<file path="config.mk">
export PLATFORM = sky130hd
export DESIGN_NAME = adc_dual_capture
export DESIGN_NICKNAME = d
export VERILOG_FILES = /design/src/rtl/adc_dual_capture.sv
export SDC_FILE = /design/constraint.sdc
export NUM_CORES = 1
export LEC_CHECK = 0
export BUFFER_PORTS_ARGS = -buffer_cell sky130_fd_sc_hd__buf_2
export CORE_MARGIN = 4
export CORE_UTILIZATION = 30
export CTS_BUF_LIST = sky130_fd_sc_hd__clkbuf_4 sky130_fd_sc_hd__clkbuf_8
export DETAILED_ROUTE_END_ITERATION = 8
export PLACE_DENSITY = 0.49
export SLEW_MARGIN = 25
export SYNTH_ARGS = -nofsm -noshare
export SYNTH_HDL_FRONTEND = slang
export SYNTH_SLANG_ARGS = --single-unit
</file>
<file path="constraint.sdc">
create_clock -name clk -period 2.5 [get_ports clk]
set_input_delay 0.125 -clock clk [delete_from_list [all_inputs] [get_ports clk]]
set_output_delay 0.125 -clock clk [all_outputs]
set_load 0.01 [all_outputs]
</file>
<file path="src/rtl/adc_dual_capture.sv">
// adc_dual_capture: drives two serial 12-bit ADCs that share chip-select and
// serial clock, captures both data lines in the same frame, and presents the
// pair as a_out/b_out with a one-cycle valid strobe.
//
// Optional build macro ADC_AVG4_EN: when defined, four consecutive frames are
// summed per channel and valid pulses only on every fourth frame, carrying
// the truncated average. When undefined, every frame updates the outputs.
//
// state | meaning
// ------+--------------------------------------------------------------
// IDLE  | cs_n high, sclk high, waiting for start
// SETUP | cs_n low, sclk held high for one half-period
// SHIFT | sclk toggles; both data lines sampled on each rising edge
// HOLD  | sclk high for one half-period after the last edge; outputs load
// QUIET | cs_n high for QUIET_HALVES half-periods before the next frame

module adc_dual_capture #(
  parameter int CLK_DIV      = 4,
  parameter int FRAME_BITS   = 16,
  parameter int QUIET_HALVES = 2
) (
  input  logic        clk,
  input  logic        rst,
  input  logic        start,
  output logic        adc_cs_n,
  output logic        adc_sclk,
  input  logic        adc_sdata_a,
  input  logic        adc_sdata_b,
  output logic [11:0] a_out,
  output logic [11:0] b_out,
  output logic        valid,
  output logic        busy,
  output logic        overrun
);

  typedef enum logic [2:0] {
    S_IDLE,
    S_SETUP,
    S_SHIFT,
    S_HOLD,
    S_QUIET
  } state_t;

  // One counter serves both the frame bit count and the quiet half count.
  localparam int CNT_MAX = (FRAME_BITS > QUIET_HALVES) ? FRAME_BITS : QUIET_HALVES;
  localparam int BW      = (CNT_MAX > 1) ? $clog2(CNT_MAX) : 1;

  localparam logic [7:0]    DIV_LAST   = 8'(CLK_DIV - 1);
  localparam logic [BW-1:0] BIT_LAST   = BW'(FRAME_BITS - 1);
  localparam logic [BW-1:0] QUIET_LAST = BW'(QUIET_HALVES - 1);

  state_t        state_q, state_d;
  logic [7:0]    div_q, div_d;
  logic [BW-1:0] cnt_q, cnt_d;
  logic          sclk_q, sclk_d;
  logic          cs_n_q, cs_n_d;
  logic          busy_q, busy_d;
  logic          overrun_q, overrun_d;
  logic          valid_q, valid_d;
  logic [11:0]   a_out_q, a_out_d;
  logic [11:0]   b_out_q, b_out_d;

  // Only the last 12 bits of a frame are kept; the leading bits fall off the
  // top of these registers as the frame shifts through.
  logic [11:0]   sh_a_q, sh_a_d;
  logic [11:0]   sh_b_q, sh_b_d;

  logic          div_last;
  logic          load;

`ifdef ADC_AVG4_EN
  logic [13:0]   acc_a_q, acc_a_d;
  logic [13:0]   acc_b_q, acc_b_d;
  logic [1:0]    frm_q, frm_d;
  logic [13:0]   sum_a, sum_b;
`endif

  assign div_last = (div_q == DIV_LAST);

  // Frame sequencing: state, half-period timing, sclk/cs_n generation, shifting.
  always_comb begin
    state_d   = state_q;
    div_d     = div_q;
    cnt_d     = cnt_q;
    sclk_d    = sclk_q;
    cs_n_d    = cs_n_q;
    busy_d    = busy_q;
    overrun_d = overrun_q | (start & busy_q);
    sh_a_d    = sh_a_q;
    sh_b_d    = sh_b_q;
    load      = 1'b0;

    case (state_q)
      S_IDLE: begin
        if (start) begin
          state_d = S_SETUP;
          cs_n_d  = 1'b0;
          busy_d  = 1'b1;
          div_d   = 8'd0;
          cnt_d   = '0;
        end
      end

      S_SETUP: begin
        if (div_last) begin
          div_d   = 8'd0;
          sclk_d  = 1'b0;
          state_d = S_SHIFT;
        end else begin
          div_d = div_q + 8'd1;
        end
      end

      S_SHIFT: begin
        if (div_last) begin
          div_d = 8'd0;
          if (!sclk_q) begin
            sclk_d = 1'b1;
            sh_a_d = {sh_a_q[10:0], adc_sdata_a};
            sh_b_d = {sh_b_q[10:0], adc_sdata_b};
            if (cnt_q == BIT_LAST) begin
              cnt_d   = '0;
              state_d = S_HOLD;
            end else begin
              cnt_d = cnt_q + BW'(1);
            end
          end else begin
            sclk_d = 1'b0;
          end
        end else begin
          div_d = div_q + 8'd1;
        end
      end

      S_HOLD: begin
        // The shift registers hold the full frame on the first HOLD cycle.
        load = (div_q == 8'd0);
        if (div_last) begin
          div_d   = 8'd0;
          cs_n_d  = 1'b1;
          state_d = S_QUIET;
        end else begin
          div_d = div_q + 8'd1;
        end
      end

      S_QUIET: begin
        if (div_last) begin
          div_d = 8'd0;
          if (cnt_q == QUIET_LAST) begin
            cnt_d   = '0;
            busy_d  = 1'b0;
            state_d = S_IDLE;
          end else begin
            cnt_d = cnt_q + BW'(1);
          end
        end else begin
          div_d = div_q + 8'd1;
        end
      end

      default: begin
        state_d = S_IDLE;
      end
    endcase
  end

`ifdef ADC_AVG4_EN
  // Accumulate four frames per channel; publish the truncated average on the fourth.
  always_comb begin
    acc_a_d = acc_a_q;
    acc_b_d = acc_b_q;
    frm_d   = frm_q;
    a_out_d = a_out_q;
    b_out_d = b_out_q;
    valid_d = 1'b0;
    sum_a   = acc_a_q + {2'b00, sh_a_q};
    sum_b   = acc_b_q + {2'b00, sh_b_q};
    if (load) begin
      if (frm_q == 2'd3) begin
        a_out_d = sum_a[13:2];
        b_out_d = sum_b[13:2];
        valid_d = 1'b1;
        acc_a_d = 14'd0;
        acc_b_d = 14'd0;
        frm_d   = 2'd0;
      end else begin
        acc_a_d = sum_a;
        acc_b_d = sum_b;
        frm_d   = frm_q + 2'd1;
      end
    end
  end
`else
  // Every completed frame updates the outputs directly.
  always_comb begin
    a_out_d = a_out_q;
    b_out_d = b_out_q;
    valid_d = load;
    if (load) begin
      a_out_d = sh_a_q;
      b_out_d = sh_b_q;
    end
  end
`endif

  // State and output registers; reset returns the ADC interface to idle at once.
  always_ff @(posedge clk or posedge rst) begin
    if (rst) begin
      state_q   <= S_IDLE;
      div_q     <= 8'd0;
      cnt_q     <= '0;
      sclk_q    <= 1'b1;
      cs_n_q    <= 1'b1;
      busy_q    <= 1'b0;
      overrun_q <= 1'b0;
      valid_q   <= 1'b0;
      a_out_q   <= 12'd0;
      b_out_q   <= 12'd0;
      sh_a_q    <= 12'd0;
      sh_b_q    <= 12'd0;
`ifdef ADC_AVG4_EN
      acc_a_q   <= 14'd0;
      acc_b_q   <= 14'd0;
      frm_q     <= 2'd0;
`endif
    end else begin
      state_q   <= state_d;
      div_q     <= div_d;
      cnt_q     <= cnt_d;
      sclk_q    <= sclk_d;
      cs_n_q    <= cs_n_d;
      busy_q    <= busy_d;
      overrun_q <= overrun_d;
      valid_q   <= valid_d;
      a_out_q   <= a_out_d;
      b_out_q   <= b_out_d;
      sh_a_q    <= sh_a_d;
      sh_b_q    <= sh_b_d;
`ifdef ADC_AVG4_EN
      acc_a_q   <= acc_a_d;
      acc_b_q   <= acc_b_d;
      frm_q     <= frm_d;
`endif
    end
  end

  assign adc_cs_n = cs_n_q;
  assign adc_sclk = sclk_q;
  assign busy     = busy_q;
  assign overrun  = overrun_q;
  assign valid    = valid_q;
  assign a_out    = a_out_q;
  assign b_out    = b_out_q;

endmodule

</file>
==> metrics.txt, run 1 <==
area leader, netlist=dfrtp_1; r2r setup slk=0.33 ns; worst endpoint required time=2.73 ns; Root Driver=clkbuf_8; PortBufs=33; routed wire length=5715 um; residual DRC count=0; capturing point of the worst reg2reg path=cnt_q[1]; Tcrit/Tclk final=86.72%; crit path launch type=flop; Post-DRT Antenna Nets=0; unrepaired setup endpoints after global routing=false; sw frac=33.70%; YS warnings=0; status=finished clean; Layout Cells excl Fill=414; IO Pins=34; PwrDens=969.6 nW/um^2; max_cap viols=0; vias in the first global route=1,992; CP max stage delay=0.47 ns; mux share of post-synthesis cell area=18.73%; total negative slack=0 ns; Die ar.=11,660 um^2; Comb pwr share=29.1%; clk_lat worst skew=0.35 ns; internal power=0.002315 W; fin. max-slew vios=0; first-pass GRT wire length=10,020 um; share of the synthesized area in the top cell type=55.07%; antenna violations before repair=0; post-synthesis simple-gate area fraction=11.68%; Hold Buf Count CTS=3; initial DRC count=48; CP Class=flop to flop; crit path buf inv count=0; Cells after Synth=230; HP Class=primary input to flop; minimum clock period=2.168 ns; number of vias per cell=4.766; leakage=1.783 nW; Worst Tran Pin Value=0.6507 ns; Avg Cell Area, Syn=13.04 um^2; Syn Nets=239; pre-CTS setup slack=0.3720 ns; max_slew headroom=56.53%; Critical Path Fanout Max=8; Hold Path Sink=overrun; Clock Path Buffers=2; post-synthesis instance area=2999 um^2; first-pass iteration count of the detailed router=4; largest net degree at the start of global routing=29; routed len/inst=13.80 um; Starting Density=30.68%; Worst Hold Launch=start; post-DP HPWL=3786 um; Cell Rows=36; routability-driven placement congestion ratio=0.7507; synth-to-layout area growth=20.07%; NetSw=0.001177 W; Core Footprint=9774 um^2; H-tree depth=3; Cells after DPL=395; final hold vios=0; hold path depth=2; XOR/XNOR share of the synthesized area=1.752%; Post-CTS Setup Bufs=0; worst setup margin=0.3320 ns; worst path cell trace=ha_1 > nor3b_2 > a31oi_2 > nor3_1 > mux2_2; share of cells above drive strength 1=43.06%; Seq cells post-synth=68; worst reg2reg startpoint=div_q[0]; post-cts resize count=0; Unique masters post-synth=47; CTS sink cnt=68; Clock Skew=0.01342 ns; depth of the most critical reg-to-reg path=5; Post-synth EDFFs=0; Post-synth ARST share=100.0%; Slowest cell on crit path=nor3b_2; die height=108.0 um; Crit path depth=5; Clk network pwr share=30.1%; Post-synth top flop=dfrtp_1; Adder-Cell Fraction of Synth Area=1.669%; Nets=285; gr usage total=10.92%; Die Wd=108.0 um; fmax=0.4613 GHz; Clock Pin Slew Worst Setup and Hold Paths=0.08 ns; via count=1,973; Worst VDD drop=382.1 uV; CTS buffer count=9; largest family of logic cells by synthesized area=multiplexers; CP delay by family, top=simple AND/OR/NAND/NOR gates; grt ovf=0; CTS tree=done; Area contributors post-synth=dfrtp_1, mux2_2, dfstp_2; crit path DAT=2.40 ns; n_diodes=0; Compound-Gate Fraction of Synth Area=6.550%; crit path capture type=flop; Seq pwr share=40.8%; register area share after synthesis=56.82%; Setup Viol. Count Final=0
==> layout make-up <==
cell class / instances / area, um^2
Multi-Input combinational cell: 145 / 1211
Clock buffer: 9 / 123.9
Sequential cell: 68 / 1704
Fill cell: 974 / 6173
Timing Repair Buffer: 45 / 262.8
Clock inverter: 7 / 106.4
Tap cell: 133 / 166.4
Inverter: 7 / 26.28
==> cells in the final DEF (no fill, tap or decap), types with 2 or more instances in the layout <==
cell           instances
dfrtp_1               66
mux2_2                49
buf_2                 33
nor2_1                14
clkbuf_8               9
buf_4                  9
nand2_1                7
nand3_1                7
nor3_1                 6
a21oi_1                6
inv_1                  6
nor3b_1                4
o21ai_0                4
ha_1                   4
a32o_1                 3
xor2_1                 3
xnor2_1                3
dlygate4sd3_1          3
nor2b_1                2
nand4_1                2
nand4_2                2
or4_1                  2
nor4_1                 2
or3b_2                 2
a21o_1                 2
o22ai_1                2
dfstp_2                2
bufinv_16              2
clkinv_4               2
inv_6                  2
==> synthesized netlist by cell type, types with 2 or more instances <==
master / n
mux2_2: 49
nor2_1: 14
xor2_1: 3
a21oi_1: 6
buf_6: 2
nand4_1: 2
nand4_2: 2
inv_1: 7
nor3b_1: 4
clkbuf_1: 4
dfstp_2: 2
a32o_1: 3
dfrtp_1: 66
ha_1: 4
a21o_1: 2
o21ai_0: 4
nor3_1: 6
or3b_2: 2
nand2_1: 7
or4_1: 2
nor4_1: 2
o22ai_1: 2
buf_1: 2
nor2b_1: 2
nand3_1: 7
xnor2_1: 3
==> power by group through the flow <==
stage	clock, W	sequential [W]	combinational, W
floorplan	0	0.00143	0.000767
detailed placement	0	0.00145	0.00101
CTS	0.00109	0.00143	0.00102
finish	0.00105	0.00143	0.00101
global placement	0	0.00144	0.00101
global route	0.00115	0.00146	0.00113
==> per-layer routing <==
metal	vias to the layer above	global-route usage [%]	wire length, um
li1	935	-	-
met1	992	14.54	2734
met2	35	16.52	2614
met3	11	3.343	264
met4	0	4.599	102
met5	-	0	0
==> through the flow <==
step | total power, W | cell area, um^2 | hold slack [ns] | utilization (%)
final | 0.003492 | 3601 | 0.05826 | 36.84
after global routing | 0.003734 | 3601 | 0.06839 | 36.84
after CTS | 0.003542 | 3601 | 0.05092 | 36.84
after detailed placement | 0.002463 | 3341 | 0.1155 | 34.18
after global placement | 0.002455 | 3341 | 0.1117 | 34.18
after floorplan | 0.002195 | 2999 | 0.2417 | -
==> kinds of logic after synthesis <==
logic type | after synthesis
DFF | 68
and+or+nand+nor | 58
muxes | 50
AOI/OAI and AO/OA | 27
buffers and inverters | 17
xor gates and xnor gates | 6
adders and majority gates | 4
==> sequential cells by signal (all words and copies together) (netlist names), 3 cells and up <==
signal	flops
b_out	12
a_out	12
div_q	8
sh_b_q	12
sh_a_q	12
state_q	3
cnt_q	4
==> worst reg2reg max path, stage by stage, from the launching register on <==
cell and delay [ns]:
dfrtp_1 0.43, ha_1 0.21, nor3b_2 0.47, a31oi_2 0.22
nor3_1 0.36, mux2_2 0.37
==> worst max path at each step <==
stage	slack [ns]	start	to
floorplan	0.55	cnt_q[1]	cnt_q[2]
global placement	0.41	cnt_q[1]	cnt_q[3]
detailed placement	0.37	div_q[0]	cnt_q[1]
CTS	0.33	div_q[0]	cnt_q[1]
global route	0.12	div_q[0]	cnt_q[3]
finish	0.33	div_q[0]	cnt_q[1]
No activity file was read; power rests on OpenSTA's default activity.
==> run 2: changes to the inputs <==
Settings changed: REMOVE_ABC_BUFFERS set to 1.
==> metrics.txt, run 2 (synthesis gave the netlist of run 1 again) <==
PortBufs=33 (unchanged); hold path depth=2 (unchanged); Hold Path Sink=sh_a_q[0]; Setup Viol. Count Final=0 (unchanged); grt met2 use=14.70% (-1.8 points); max_cap viols=0 (unchanged); Worst Hold Launch=adc_sdata_a; crit path DAT=2.42 ns (+0.02 ns); minimum clock period=2.194 ns (+0.02637 ns); Nets=284 (-0.35%); final hold vios=0 (unchanged); residual DRC count=0 (unchanged); Critical Path Fanout Max=8 (unchanged); worst setup margin=0.3056 ns (-0.02637 ns); unrepaired setup endpoints after global routing=false; synth-to-layout area growth=19.11%; Tcrit/Tclk final=87.77% (+1.1 points); depth of the most critical reg-to-reg path=5 (unchanged); r2r setup slk=0.31 ns (-0.03 ns); CTS tree=done; most common cell after layout, fill and taps aside=dfrtp_1; HP Class=primary input to flop; Layout Cells excl Fill=413 (-0.24%); grt ovf=0 (unchanged); Starting Density=30.68% (unchanged); total negative slack=0 ns (unchanged); dpl cell area=3361 um^2 (+0.60%); antenna violations before repair=0 (unchanged); crit path capture type=flop; Core Footprint=9774 um^2 (unchanged); routed len/inst=13.37 um (-3.2%); crit path launch type=flop; Root Driver=clkbuf_8; number of vias per cell=4.668 (-2.0%); CP Class=flop to flop; routed wire length=5520 um (-3.4%); initial DRC count=49 (+2.1%); n_diodes=0 (unchanged); routability-driven placement congestion ratio=0.7555 (+0.64%); Cell Rows=36 (unchanged); fmax=0.4557 GHz (-1.2%); Die ar.=11,660 um^2 (unchanged); clk_lat worst skew=0.34 ns (about the same); H-tree depth=3 (unchanged); largest net degree at the start of global routing=40 (+38%); status=finished clean; Layout fillers=997 (+2.4%); via count=1,928 (-2.3%); max_slew headroom=53.89% (-2.6 points); Clock Path Buffers=2 (unchanged); CTS buffer count=9 (unchanged); share of cells above drive strength 1=43.57% (+0.51 points); fin. max-slew vios=0 (unchanged); post-DP HPWL=3797 um (+0.30%); leakage=1.766 nW (-0.96%); gr usage total=10.19% (-0.73 points); met1 usage=14.32% (-0.22 points); GR met3 Demand/Resource=2.149% (-1.2 points); post-cts resize count=0 (unchanged); Cells after DPL=396 (+0.25%); Worst VDD drop=282.4 uV (-26%); CTS sink cnt=68 (unchanged); pre-CTS setup slack=0.3227 ns (-0.04933 ns); Worst Tran Pin Value=0.6902 ns (+0.03948 ns); Clock Skew=0.008892 ns (-0.004529 ns); first-pass iteration count of the detailed router=4 (unchanged); PwrDens=942.9 nW/um^2 (-2.8%); fin area=3572 um^2 (-0.80%); worst endpoint required time=2.73 ns (about the same); IO Pins=34 (unchanged); Clock Pin Slew Worst Setup and Hold Paths=0.08 ns (about the same); commonest non-fill, non-tap cells in the layout=dfrtp_1, mux2_2, buf_2; first-pass GRT wire length=9363 um (-6.5%); die height=108.0 um (unchanged); worst reg2reg startpoint=div_q[0]; vias in the first global route=1,905 (-4.4%); Post-DRT Antenna Nets=0 (unchanged); Die Wd=108.0 um (unchanged); Most Crowded Layer GR=met2; capturing point of the worst reg2reg path=cnt_q[1]
## run 2: changes by cell type in the layout (fill, tap and decap cells not counted), sizes merged
cell / previous run / this run
buf: 42 / 43
clkbuf: 9 / 10
bufinv: 2 / 1
clkinv: 2 / 3
inv: 10 / 7
dlygate4sd3: 3 / 1
clkinvlp: 0 / 2
## run 2: timing repair
item                                    in CTS  in global routing
hold endpoints to repair                    27                  0
buffers inserted                             0                  0
endpoints found under the setup margin       0                  0
hold buffers                                 1                  0
## run 2: through the flow
step | total power, W | hold slack (ns) | util, %
floorplan | 0.002142 | 0.2417 | -
global placement | 0.002475 | 0.2585 | 34.38
detailed placement | 0.002493 | 0.2742 | 34.38
CTS | 0.003426 | 0.0007175 | 36.55
global route | 0.003602 | 0.007961 | 36.55
finish | 0.003368 | 0.02114 | 36.55
## run 2: routing by layer
layer / wire length, um / vias to the layer above / part of all wire (%)
li1: - / 930 / -
met1: 2807 / 962 / 51
met2: 2417 / 27 / 44
met3: 183 / 9 / 3.3
met4: 112 / 0 / 2.0
met5: 0 / - / 0
## run 2: worst max path at each step
stage / start / endpoint / cells after the start
final: div_q[0] / cnt_q[1] / 5
after global routing: div_q[0] / cnt_q[1] / 5
after CTS: div_q[0] / cnt_q[1] / 5
after detailed placement: div_q[0] / cnt_q[1] / 5
after global placement: div_q[0] / cnt_q[1] / 5
after floorplan: state_q[1] / sh_a_q[0] / 3
## run 2: area by class of cell
type	count	area [um^2]	area share, %
flip-flops and latches	68	1704	47.71
multi-input cells	145	1211	33.91
repair buffers	44	262.8	7.356
well taps	133	166.4	4.658
clock buffers	10	137.6	3.853
clock inverters	6	63.81	1.786
inverters	7	26.28	0.7356
## run 2: critical path: stages, from the launching register on
cell	delay, ns
dfrtp_1	0.42
ha_1	0.20
nor3b_2	0.49
a31oi_1	0.26
nor3_1	0.34
mux2_2	0.38
## run 2: power by group
| part | total, W | leakage (nW) | internal [W] | switching, W |
|---|---|---|---|---|
| clock | 0.000906 | 0.0983 | 0.000486 | 0.000421 |
| combinational | 0.00104 | 0.756 | 0.000474 | 0.000571 |
| sequential | 0.00142 | 0.912 | 0.00127 | 0.000145 |
| total | 0.00337 | 1.77 | 0.00223 | 0.00114 |
